[config.mk]
export PLATFORM = sky130hd
export DESIGN_NAME = vjtag_dr_engine_flat
export DESIGN_NICKNAME = d
export VERILOG_FILES = /design/src/rtl/vjtag_pkg.sv /design/src/rtl/vjtag_dr_engine_if.sv /design/src/rtl/vjtag_shreg.sv /design/src/rtl/vjtag_dr_engine.sv /design/src/flat_wrapper.sv
export SDC_FILE = /design/constraint.sdc
export NUM_CORES = 1
export LEC_CHECK = 0
export ABC_AREA = 1
export CORE_UTILIZATION = 34
export DETAILED_ROUTE_END_ITERATION = 10
export GPL_ROUTABILITY_DRIVEN = 0
export HOLD_SLACK_MARGIN = 0.12
export PLACE_DENSITY_LB_ADDON = 0.3
export REMOVE_ABC_BUFFERS = 1
export SETUP_SLACK_MARGIN = 0.1
export SLEW_MARGIN = 10
export SYNTH_ARGS = -nofsm -noshare
export SYNTH_HDL_FRONTEND = slang
export SYNTH_SLANG_ARGS = --single-unit
[constraint.sdc]
create_clock -name tck -period 2.8 [get_ports tck]
set_clock_uncertainty 0.05 [all_clocks]
set_input_delay 0.56 -clock tck [delete_from_list [all_inputs] [get_ports tck]]
set_output_delay 0.56 -clock tck [all_outputs]
set_load 0.01 [all_outputs]
[src/rtl/vjtag_pkg.sv]
// Package shared by the VJTAG1 data-register engine and its helpers.
// Purpose: virtual instruction codes, the ir_out signature and the
//          instruction decode helper used to pick bypass vs. data path.
// Ports:   none (package).
package vjtag_pkg;

    localparam logic [3:0] IR_BYPASS   = 4'h0;
    localparam logic [3:0] IR_WR_DATA  = 4'h1;
    localparam logic [3:0] IR_RD_DATA  = 4'h2;
    localparam logic [3:0] IR_SET_ADDR = 4'h3;
    localparam logic [3:0] IR_STATUS   = 4'h4;
    localparam logic [3:0] IR_CLR_ERR  = 4'hF;

    // Fixed low bits of ir_out so the host can recognise this node on an IR scan.
    localparam logic [2:0] IR_OUT_SIG = 3'b101;

    // Only the four data instructions use the DW-bit register; every other code,
    // including CLR_ERR (which acts on UIR, not on a DR scan), takes the 1-bit bypass path.
    function automatic logic ir_is_bypass(input logic [3:0] ir);
        return !((ir == IR_WR_DATA) || (ir == IR_RD_DATA) ||
                 (ir == IR_SET_ADDR) || (ir == IR_STATUS));
    endfunction

endpackage

[src/rtl/vjtag_dr_engine_if.sv]
// User-side register bus produced by the VJTAG1 data-register engine.
// Purpose: groups the write strobe/address/data, the read address/data and
//          the status word into one bundle.
// Ports (signals):
//   wr_en    1   one-tck write strobe (engine -> user)
//   wr_addr  AW  write address, valid while wr_en = 1 (engine -> user)
//   wr_data  DW  write data, valid while wr_en = 1 (engine -> user)
//   rd_addr  AW  read address, always driven (engine -> user)
//   rd_data  DW  read data for rd_addr (user -> engine)
//   status   DW  user status word (user -> engine)
// Modports: master = engine side, slave = user register side.
interface vjtag_dr_engine_if #(
    parameter int DW = 8,
    parameter int AW = 4
) ();

    logic          wr_en;
    logic [AW-1:0] wr_addr;
    logic [DW-1:0] wr_data;
    logic [AW-1:0] rd_addr;
    logic [DW-1:0] rd_data;
    logic [DW-1:0] status;

    modport master (
        output wr_en,
        output wr_addr,
        output wr_data,
        output rd_addr,
        input  rd_data,
        input  status
    );

    modport slave (
        input  wr_en,
        input  wr_addr,
        input  wr_data,
        input  rd_addr,
        output rd_data,
        output status
    );

endinterface

[src/rtl/vjtag_shreg.sv]
// Capture/shift data register with a saturating bit counter.
// Purpose: holds the DW-bit DR, loads it on capture, shifts it LSB-first
//          and counts the shifted bits so the top level can tell a full
//          scan from a short or long one.
// Ports:
//   clk       in   1   tck
//   rst       in   1   synchronous active-high reset
//   capture   in   1   capture-DR: clears the counter, loads when load_en
//   load_en   in   1   load load_val on capture (non-bypass instruction)
//   load_val  in   DW  value captured into the register
//   shift     in   1   shift one bit (ignored while capture is high)
//   tdi       in   1   serial input, enters at the MSB
//   sr        out  DW  register contents; sr[0] is the serial output
//   cnt       out  CW  shifted-bit count, saturates at DW+1
module vjtag_shreg #(
    parameter int DW = 8,
    parameter int CW = $clog2(DW + 2)
) (
    input  logic          clk,
    input  logic          rst,
    input  logic          capture,
    input  logic          load_en,
    input  logic [DW-1:0] load_val,
    input  logic          shift,
    input  logic          tdi,
    output logic [DW-1:0] sr,
    output logic [CW-1:0] cnt
);

    // DW+1 is enough to distinguish "too long" from "exactly DW" without wrapping.
    localparam logic [CW-1:0] CNT_MAX = CW'(DW + 1);

    logic [DW-1:0] sr_q, sr_d;
    logic [CW-1:0] cnt_q, cnt_d;

    // Capture has priority over shift so a simultaneous CDR/SDR never shifts.
    always_comb begin
        sr_d  = sr_q;
        cnt_d = cnt_q;
        if (capture) begin
            cnt_d = '0;
            if (load_en) begin
                sr_d = load_val;
            end
        end else if (shift) begin
            sr_d = {tdi, sr_q[DW-1:1]};
            if (cnt_q != CNT_MAX) begin
                cnt_d = cnt_q + 1'b1;
            end
        end
    end

    always_ff @(posedge clk) begin
        if (rst) begin
            sr_q  <= '0;
            cnt_q <= '0;
        end else begin
            sr_q  <= sr_d;
            cnt_q <= cnt_d;
        end
    end

    assign sr  = sr_q;
    assign cnt = cnt_q;

endmodule

[src/rtl/vjtag_dr_engine.sv]
// VJTAG1 data-register engine, tck domain.
// Purpose: decodes the virtual IR, runs capture/shift/update of the DR and
//          turns host scans into addressed writes, reads and status reads.
//          A wrong-length scan is dropped and flagged in ir_out[3].
// Ports:
//   tck                 in   1   JTAG clock, the only clock
//   rst                 in   1   synchronous active-high reset
//   tdi / tdo           in/out   serial data from / to VJTAG1
//   ir_in               in   4   current virtual instruction
//   ir_out              out  4   {err, 3'b101}, read back on an IR scan
//   virtual_state_*     in   1   TAP state flags; only cdr, sdr, udr, uir act
//   user                master   user register bus (vjtag_dr_engine_if)
module vjtag_dr_engine
    import vjtag_pkg::*;
#(
    parameter int DW = 8,
    parameter int AW = 4
) (
    input  logic                 tck,
    input  logic                 rst,
    input  logic                 tdi,
    output logic                 tdo,
    input  logic [3:0]           ir_in,
    output logic [3:0]           ir_out,
    input  logic                 virtual_state_cdr,
    input  logic                 virtual_state_sdr,
    input  logic                 virtual_state_e1dr,
    input  logic                 virtual_state_pdr,
    input  logic                 virtual_state_e2dr,
    input  logic                 virtual_state_udr,
    input  logic                 virtual_state_cir,
    input  logic                 virtual_state_uir,
    vjtag_dr_engine_if.master    user
);

    localparam int CW = $clog2(DW + 2);

    // TAP states that carry no action for this node.
    logic unused_states;
    assign unused_states = &{1'b0, virtual_state_e1dr, virtual_state_pdr,
                             virtual_state_e2dr, virtual_state_cir};

    logic          bypass;
    logic [DW-1:0] cap_val;
    logic [DW-1:0] sr;
    logic [CW-1:0] cnt;
    logic          scan_ok;
    logic          udr_act;

    logic          bp_q, bp_d;
    logic [AW-1:0] addr_q, addr_d;
    logic          err_q, err_d;
    logic          udr_q;
    logic          wr_en_q, wr_en_d;
    logic [AW-1:0] wr_addr_q, wr_addr_d;
    logic [DW-1:0] wr_data_q, wr_data_d;

    assign bypass  = ir_is_bypass(ir_in);
    assign scan_ok = (cnt == CW'(DW));

    // Update acts on the first cycle of UDR only, so wr_en can never
    // be asserted twice in a row even if udr were held.
    assign udr_act = virtual_state_udr && !udr_q;

    // Capture source for the data instructions; WR_DATA starts from zero.
    always_comb begin
        case (ir_in)
            IR_RD_DATA:  cap_val = user.rd_data;
            IR_STATUS:   cap_val = user.status;
            IR_SET_ADDR: cap_val = DW'(addr_q);
            default:     cap_val = '0;
        endcase
    end

    vjtag_shreg #(
        .DW (DW),
        .CW (CW)
    ) u_shreg (
        .clk      (tck),
        .rst      (rst),
        .capture  (virtual_state_cdr),
        .load_en  (!bypass),
        .load_val (cap_val),
        .shift    (virtual_state_sdr && !bypass),
        .tdi      (tdi),
        .sr       (sr),
        .cnt      (cnt)
    );

    // Bypass bit, address pointer, sticky error and the write strobe.
    always_comb begin
        bp_d      = bp_q;
        addr_d    = addr_q;
        err_d     = err_q;
        wr_en_d   = 1'b0;
        wr_addr_d = wr_addr_q;
        wr_data_d = wr_data_q;

        if (bypass) begin
            if (virtual_state_cdr) begin
                bp_d = 1'b0;
            end else if (virtual_state_sdr) begin
                bp_d = tdi;
            end
        end

        if (virtual_state_uir && (ir_in == IR_CLR_ERR)) begin
            err_d = 1'b0;
        end

        if (udr_act && !bypass) begin
            if (scan_ok) begin
                case (ir_in)
                    IR_WR_DATA: begin
                        wr_en_d   = 1'b1;
                        wr_addr_d = addr_q;
                        wr_data_d = sr;
                        addr_d    = addr_q + 1'b1;
                    end
                    IR_RD_DATA:  addr_d = addr_q + 1'b1;
                    IR_SET_ADDR: addr_d = sr[AW-1:0];
                    default:     addr_d = addr_q;
                endcase
            end else begin
                // Placed after the clear so a same-cycle set wins.
                err_d = 1'b1;
            end
        end
    end

    always_ff @(posedge tck) begin
        if (rst) begin
            bp_q      <= 1'b0;
            addr_q    <= '0;
            err_q     <= 1'b0;
            udr_q     <= 1'b0;
            wr_en_q   <= 1'b0;
            wr_addr_q <= '0;
            wr_data_q <= '0;
        end else begin
            bp_q      <= bp_d;
            addr_q    <= addr_d;
            err_q     <= err_d;
            udr_q     <= virtual_state_udr;
            wr_en_q   <= wr_en_d;
            wr_addr_q <= wr_addr_d;
            wr_data_q <= wr_data_d;
        end
    end

    assign tdo          = bypass ? bp_q : sr[0];
    assign ir_out       = {err_q, IR_OUT_SIG};
    assign user.wr_en   = wr_en_q;
    assign user.wr_addr = wr_addr_q;
    assign user.wr_data = wr_data_q;
    assign user.rd_addr = addr_q;

endmodule

[src/flat_wrapper.sv]
// flat-port wrapper written by rule: the top's interface ports become plain ports
module vjtag_dr_engine_flat import vjtag_pkg::*;
#(
    parameter int DW = 8,
    parameter int AW = 4
)
  (tck, rst, tdi, tdo, ir_in, ir_out, virtual_state_cdr, virtual_state_sdr, virtual_state_e1dr, virtual_state_pdr, virtual_state_e2dr, virtual_state_udr, virtual_state_cir, virtual_state_uir, user_wr_en, user_wr_addr, user_wr_data, user_rd_addr, user_rd_data, user_status);
  vjtag_dr_engine_if #(.DW(DW), .AW(AW)) user_i ();
  input  logic tck;
  input  logic rst;
  input  logic tdi;
  output logic tdo;
  input  logic [3:0] ir_in;
  output logic [3:0] ir_out;
  input  logic virtual_state_cdr;
  input  logic virtual_state_sdr;
  input  logic virtual_state_e1dr;
  input  logic virtual_state_pdr;
  input  logic virtual_state_e2dr;
  input  logic virtual_state_udr;
  input  logic virtual_state_cir;
  input  logic virtual_state_uir;
  output wire logic [$bits(user_i.wr_en)-1:0] user_wr_en;
  output wire logic [$bits(user_i.wr_addr)-1:0] user_wr_addr;
  output wire logic [$bits(user_i.wr_data)-1:0] user_wr_data;
  output wire logic [$bits(user_i.rd_addr)-1:0] user_rd_addr;
  input wire logic [$bits(user_i.rd_data)-1:0] user_rd_data;
  input wire logic [$bits(user_i.status)-1:0] user_status;
  assign user_wr_en = user_i.wr_en;
  assign user_wr_addr = user_i.wr_addr;
  assign user_wr_data = user_i.wr_data;
  assign user_rd_addr = user_i.rd_addr;
  assign user_i.rd_data = user_rd_data;
  assign user_i.status = user_status;
  vjtag_dr_engine #(.DW(DW), .AW(AW)) u_core (.tck(tck), .rst(rst), .tdi(tdi), .tdo(tdo), .ir_in(ir_in), .ir_out(ir_out), .virtual_state_cdr(virtual_state_cdr), .virtual_state_sdr(virtual_state_sdr), .virtual_state_e1dr(virtual_state_e1dr), .virtual_state_pdr(virtual_state_pdr), .virtual_state_e2dr(virtual_state_e2dr), .virtual_state_udr(virtual_state_udr), .virtual_state_cir(virtual_state_cir), .virtual_state_uir(virtual_state_uir), .user(user_i));
endmodule
=== Word level (Yosys, flattened, before mapping) ===
Cells that the tools add are included.

* Logic and storage cells: 53
* Register bits: 32
* Bits of input ports: 31
* Output and inout bits: 22

* Eq/ne operators: 8
* $add $sub $neg: 2
* Bitwise operators: 3
* Reductions and logical operators: 19
* Mux-type cells: 12

{| class="wikitable"
|+ Operators by type and width
! operator !! count
|-
| $mux 8 || 3
|-
| $pmux 8 s3 || 1
|-
| $add 4x1->4 const B || 2
|-
| $eq 4x2->1 const B || 2
|-
| $eq 4x4->1 const B || 2
|-
| $pmux 4 s2 || 1
|-
| $mux 1 || 7
|-
| $reduce_and 2->1 || 3
|-
| $reduce_and 3->1 || 2
|-
| $reduce_bool 2->1 || 3
|-
| $eq 4x1->1 const B || 1
|-
| $eq 4x3->1 const B || 1
|-
| $logic_and 1x1->1 || 4
|-
| $ne 4x4->1 const B || 1
|-
| $reduce_or 2->1 || 2
|-
| $logic_or 1x1->1 || 3
|-
| $not 1->1 || 3
|-
| $reduce_or 3->1 || 1
|-
| $ne 2x1->1 const B || 1
|-
| $logic_not 1->1 || 1
|}

=== Depth between registers and ports, before layout ===
Gate-level depths: netlist (run 1).

* Depth in word-level cells: 7
* Gate-level depth with buffers: 10
* Mapped depth without buffers: 9

=== Hierarchy ===
A second synthesis (run 1) with hierarchy kept.

* Cells, all modules: 264
* Area total of the unflattened synthesis: 1,795.5 um^2

{| class="wikitable"
|+ Modules (own cells, without submodules)
! module !! cells an instance !! area an instance (um^2) !! sequential area each (um^2) !! times used
|-
| vjtag_dr_engine || 164 || 1,132.3 || 400.4 || 1
|-
| vjtag_shreg || 100 || 663.1 || 240.2 || 1
|}

=== Worst setup path before layout (run 1) ===
Ideal clock, no wire load.

* Kind: input to output
* Start point: in ir_in[1]
* End point: out tdo
* Stages on the path: 6
* Path slack: 863 ps
* Path buffers: 1
* Data arrival time: 1,327 ps
* Required time: 2,190 ps
* Path through: buf_4 inv_1 nand2_1 nand2_2 nand2_8 o21ai_0

* Cells in the longest elaborated chain, start to end: 5

{| class="wikitable"
|+ Ends and longest elaborated chain
! what !! line !! RTL
|-
| start: declaration || flat_wrapper.sv:13 || <nowiki>input logic [3:0] ir_in;</nowiki>
|-
| $eq 4x1->1 or $eq 4x2->1 (tied branches) || vjtag_pkg.sv:20 || <nowiki>return !((ir == IR_WR_DATA) || (ir == IR_RD_DATA) ||</nowiki>
|-
| $logic_or 1x1->1 (2 in series) || vjtag_pkg.sv:20 ||
|-
| $logic_or 1x1->1 (*) || vjtag_pkg.sv:21 || <nowiki>(ir == IR_SET_ADDR) || (ir == IR_STATUS));</nowiki>
|-
| $mux 1 (*) || vjtag_dr_engine.sv:151 || <nowiki>assign tdo = bypass ? bp_q : sr[0];</nowiki>
|-
| end: declaration || flat_wrapper.sv:12 || <nowiki>output logic tdo;</nowiki>
|}

Every way passes the cells marked *; elsewhere a longest branch is shown, timed or not.

=== Worst setup path after layout (run 1) ===
Same ends and word-level chain as after synthesis.

==> out/metrics.csv, run 1 <==
metric,value,unit
yosysUniqueCellTypes,25,
cpPeakStageDelay,0.56,ns
core_area,0.00514,mm²
synth_top_area_cell,dfxtp_1,
p_leak,0.00117,µW
drive_gt1_share,7.49,%
drt-initial-drc-count,84,
htreeDepth,2,
synth_adder_area_share,2.73,%
cp_common_cell,nand2_1,
drt-vias-per-instance,4.55,
critPathLaunchType,input port,
grt_pass1_vias,1740,
syn_avg_cell_area,6.45,µm²
grt_use_total,17.8,%
worst_skew_pair.late_latency,0.28,ns
tightest_slew,0.523,ns
finalHoldViolCount,0,
cts-root-buf,clkbuf_8,
syn_inst,284,
fin_cells,404,
yosysWarnings,0,
synth_compound_area_share,7.10,%
finalCritPeriodShare,89.8,%
yosysSeqAreaShare,35.0,%
slew_headroom,65.1,%
final_util,47.4,%
die_area,0.00569,mm²
detail-route-antenna-nets,0,
nNetsFinal,371,
critPathMaxFanout,4,
maxCapViolations,0,
clockBufferDepth,2,
synth_seq_cells,32,
antennaDiodeCount,0,
worstPathArrival,1.90,ns
fp.dieH,75.4,µm
dr.pass1.iters,4,
synth_top_family_by_area,simple AND/OR/NAND/NOR gates,
die_width,75.4,µm
synth_edf_count,0,
grt_pass1_wl,7.76,mm
start_util,35.6,%
synth-async-reset-ratio,0,%
cts_made_buffers,5,
hp-class,reg -> reg,
yosys.area_share.simple,41.8,%
netlist_area,0.00183,mm²
hold_buffers,0,
slowest_stage,clkdlybuf4s50_1,
drt_wl_total,4.41,mm
required,2.19,ns
timing.fmax,398,MHz
peakVddDrop,0.236,mV
synthTopCellsByArea,"dfxtp_1 35%, nand2_1 16%, nor2_1 9.4%, inv_1 7.6%, nand3_1 6.6%",
path_cells,clkdlybuf4s50_1 > inv_1 > nand2_1 > nand2_2 > nand2_8 > nand2_1 > o21ai_0 > dlygate4sd2_1,
setup_viol,0,
cts.clk_slew.worst_paths,0.06,ns
tritoncts,built,
critPathKind,in -> out,
synth_top_area_share,35.0,%
fp-row-count,26,
drc,0,
synth_xor_area_share,0.956,%
rsz0062_at_grt,false,
dp_cells,399,
dp_hpwl,3.30,mm
post_drt_wl_per_cell,10.9,µm
total_power,933,µW
endpoint_kind,primary output,
maxSlewViolCount,0,
p_per_area,383,mW/mm²
grt-ovfl-total,0,
fin_crit,2.51,ns
cts.sinks,32,
outcome,"finished, final reports clean",
synth.area.mux_share,0,%
area.growth.synth_to_final,33.1,%
portBuffers,45,
grt_antenna_before_repair,0,
grt_start_max_net_pins,26,
fin_setup_tns,0,ns
route.vias.total,1839,
pin_count,53,
synthFlopType,dfxtp_1,
==> through the flow <==
stage | area [µm²] | hold slack [ns] | setup WS (ns)
finish | 2440 | 0.402 | 0.286
global route | 2440 | 0.456 | 0.169
CTS | 2440 | 0.403 | 0.271
detailed placement | 2370 | 0.394 | -0.0144
global placement | 2370 | 0.390 | -0.0526
floorplan | 1760 | 0.377 | 0.885
==> cells by family (layout without fill, tap and decap cells) <==
| kind of cell | after synthesis | in the layout |
|---|---|---|
| compound gates | 26 | 26 |
| xor+xnor | 2 | 2 |
| fa+ha+maj | 4 | 4 |
| buf+inv | 49 | 98 |
| flops | 32 | 32 |
| other cells | 2 | 3 |
| simple gates | 169 | 169 |
==> worst paths after layout <==
path | start | to | slack [ns] | cells after the start
max | ir_in[1] | tdo | 0.29 | 8
min | u_core.bp_q$_SDFFE_PP0P_ | u_core.bp_q$_SDFFE_PP0P_ | 0.40 | 2
max reg2reg | u_core.u_shreg.cnt[0]$_SDFFE_PP0P_ | u_core.user.wr_data[0]$_SDFFE_PP0P_ | 1.10 | 7
min reg2reg | u_core.bp_q$_SDFFE_PP0P_ | u_core.bp_q$_SDFFE_PP0P_ | 0.40 | 2
==> layout make-up <==
cell class,count,area (µm²)
Multi-Input combinational cell,204,975
Fill cell,556,2700
Timing Repair Buffer,55,523
Sequential cell,32,641
Inverter,38,143
Clock buffer,5,68.8
Tap cell,70,87.6
==> synthesized netlist by cell type, types with 4 or more instances <==
cell,instances
ha_1,4
o21ai_0,10
a21oi_1,16
nand4_1,10
buf_4,5
inv_1,37
nand2_1,77
nor2_1,46
dfxtp_1,32
nand3_1,24
==> state kept, by name (all words and copies together), names as in the netlist <==
| register | flops |
|---|---|
| u_core.u_shreg.cnt | 4 |
| u_core.user.wr_data | 8 |
| u_core.bp_q | 1 |
| u_core.err_q | 1 |
| u_core.user.wr_addr | 4 |
| u_core.u_shreg.sr | 8 |
| u_core.user.rd_addr | 4 |
| u_core.udr_q | 1 |
| u_core.user.wr_en | 1 |
==> cells in the final DEF (no fill, tap or decap), types with 10 or more instances in the layout <==
| master | n |
|---|---|
| nand2_1 | 77 |
| dfxtp_1 | 32 |
| buf_4 | 10 |
| a21oi_1 | 16 |
| inv_1 | 37 |
| nand3_1 | 24 |
| o21ai_0 | 10 |
| nor2_1 | 46 |
| nand4_1 | 10 |
| clkdlybuf4s50_1 | 43 |
==> per-layer routing <==
layer  track usage (%)  wire length (µm)  up-vias
li1                  -                 -      981
met1              22.4              2030      809
met2              30.4              2040       43
met3              4.23               286        6
met4              5.35                46        0
met5                 0                 0        -
==> critical path: cells and delay by family <==
kind | cells | cell delay [ns]
buffers and inverters | 3 | 0.94
AO/OA/AOI/OAI | 1 | 0.08
AND/OR/NAND/NOR | 4 | 0.31
==> where the power goes <==
group / switching (µW) / leakage, µW / internal [µW]
Clock: 155 / 0.0000359 / 160
Combinational: 77.3 / 0.000873 / 66.9
Sequential: 7.31 / 0.000260 / 467
Total: 240 / 0.00117 / 694
==> what timing repair did <==
action                                  CTS  global route
endpoints found under the setup margin    1             0
gates resized for setup                   2             0
setup buffers                             0             0
(Power assumes the default switching activity.)
==> inputs of run 2 (changes only) <==
--- a/config.mk
+++ b/config.mk
@@ -11,2 +11,3 @@
 export GPL_ROUTABILITY_DRIVEN = 0
+export GPL_TIMING_DRIVEN = 0
 export HOLD_SLACK_MARGIN = 0.12
--- a/constraint.sdc
+++ b/constraint.sdc
@@ -4,2 +4,2 @@
 set_output_delay 0.56 -clock tck [all_outputs]
-set_load 0.01 [all_outputs]
+set_load 0.1 [all_outputs]
==> run 2 against run 1 <==
Net effect: total power is 8.5% higher; die area is the same; routed wire length fell by 1.3%; flip-flop and latch count is the same; sequential power is essentially flat; register-to-register slack about the same; clock-buffer cell count is 3 higher; first-iteration DRC count decreased by 14%; design area decreased by 1.3%; highest routed layer unchanged.
==> out/metrics.csv, run 2 (same netlist as run 1, synthesis figures left out) <==
metric,value,unit
finalHoldViolCount,0,
core_area,0.00514,mm²
grt_use_total,16.8,%
maxSlewViolCount,0,
required,2.19,ns
post_drt_wl_per_cell,10.9,µm
critPathMaxFanout,10,
p_leak,0.00114,µW
layout_common_cells,"77 x nand2_1, 46 x nor2_1, 42 x clkdlybuf4s50_1",
grt_pass1_vias,1652,
fp-row-count,26,
crit_buf_inv,3,
cpPeakStageDelay,0.57,ns
r2r_cells,7,
rsz0062_at_grt,false,
hold_path_depth,2,
reg2reg_setup_slack,1.10,ns
drt-vias-per-instance,4.62,
dp_hpwl,3.06,mm
timing.fmax,382,MHz
finalCritPeriodShare,93.5,%
antennaDiodeCount,0,
setup_viol,0,
crit_cells,8,
dr.pass1.iters,4,
p_per_area,421,mW/mm²
drc,0,
grt_start_max_net_pins,26,
die_area,0.00569,mm²
detail-route-antenna-nets,0,
worstPathArrival,2.01,ns
layout_commonest_cell,nand2_1,
grt_pass1_wl,7.15,mm
start_util,35.6,%
htreeDepth,2,
fin_crit,2.62,ns
cts.clk_slew.worst_paths,0.07,ns
die_width,75.4,µm
critPathLaunchType,input port,
nNetsFinal,363,
peakVddDrop,0.165,mV
drive_gt1_share,6.08,%
cts-root-buf,clkbuf_8,
maxCapViolations,0,
setup_ws,0.181,ns
hp-class,reg -> reg,
outcome,"finished, final reports clean",
critPathKind,in -> out,
portBuffers,45,
cts.sinks,32,
tritoncts,built,
drt_wl_total,4.35,mm
place_ws,-1.04,ns
worst_skew_pair.late_latency,0.29,ns
slew_headroom,34.5,%
final_util,46.8,%
area.growth.synth_to_final,31.3,%
grt-ovfl-total,0,
tightest_slew,0.979,ns
drt-initial-drc-count,72,
fp.dieH,75.4,µm
pin_count,53,
clockBufferDepth,2,
route.vias.total,1843,
endpoint_kind,primary output,
path_cells,clkdlybuf4s50_1 > inv_2 > nor2_4 > nand2_4 > nand2_8 > nand2_1 > o21ai_1 > buf_6,
path_delay_family,buffers and inverters,
cts_made_buffers,5,
grt_antenna_before_repair,0,
slowest_stage,clkdlybuf4s50_1,
run 2: changes by cell type in the layout (fill, tap and decap cells not counted), sizes merged:
| cell | previous run | this run |
|---|---|---|
| buf | 10 | 3 |
| clkbuf | 5 | 8 |
| clkdlybuf4s50 | 43 | 42 |
run 2: worst paths after layout:
check / end / start
worst max register to register: u_core.user.wr_data[2]$_SDFFE_PP0P_ / u_core.u_shreg.cnt[0]$_SDFFE_PP0P_
worst min-delay path: u_core.bp_q$_SDFFE_PP0P_ / u_core.bp_q$_SDFFE_PP0P_
worst max-delay path: tdo / ir_in[2]
worst min register to register: u_core.bp_q$_SDFFE_PP0P_ / u_core.bp_q$_SDFFE_PP0P_
run 2: worst reg2reg max path, cell delays in order (launching register included):
cell     delay [ns]
dfxtp_1        0.35
inv_1          0.10
ha_1           0.15
nand3_1        0.17
inv_1          0.14
nand4_4        0.34
nor2_1         0.24
nor2_1         0.06
run 2: area by class of cell:
class	count	area [µm²]
Inverter	38	143
Timing Repair Buffer	47	464
Tap cell	70	87.6
Sequential cell	32	641
Fill cell	579	2740
Multi-Input combinational cell	204	980
Clock buffer	8	90.1
run 2: power by group:
part | switching (µW) | internal (µW) | total, µW
clock | 171 | 200 | 371
sequential | 7.13 | 467 | 474
combinational | 107 | 60.6 | 167
run 2: per-layer routing:
layer | wire, µm | vias to the layer above | share of wire [%] | global-route usage (%)
li1 | - | 972 | - | -
met1 | 2120 | 821 | 49 | 20.8
met2 | 1950 | 45 | 45 | 28.3
met3 | 232 | 5 | 5.3 | 4.50
met4 | 48 | 0 | 1.1 | 6.17
met5 | 0 | - | 0 | 0
run 2: timing repair:
item,in CTS,in global routing
hold buffers,0,0
gates resized for setup,13,0
setup buffers,2,0
endpoints found under the setup margin,1,0
run 2: metrics by stage:
step,TNS [ns],power [µW],hold WS [ns],cell area [µm²],std cells
2_1_floorplan,-0.949,580,0.377,1760,274
4_1_cts,0,1020,0.411,2400,399
6_report,0,1010,0.407,2400,399
5_1_grt,0,1060,0.433,2400,399
3_3_place_gp,-1.04,647,0.385,2300,389
3_5_place_dp,-1.04,648,0.397,2300,389
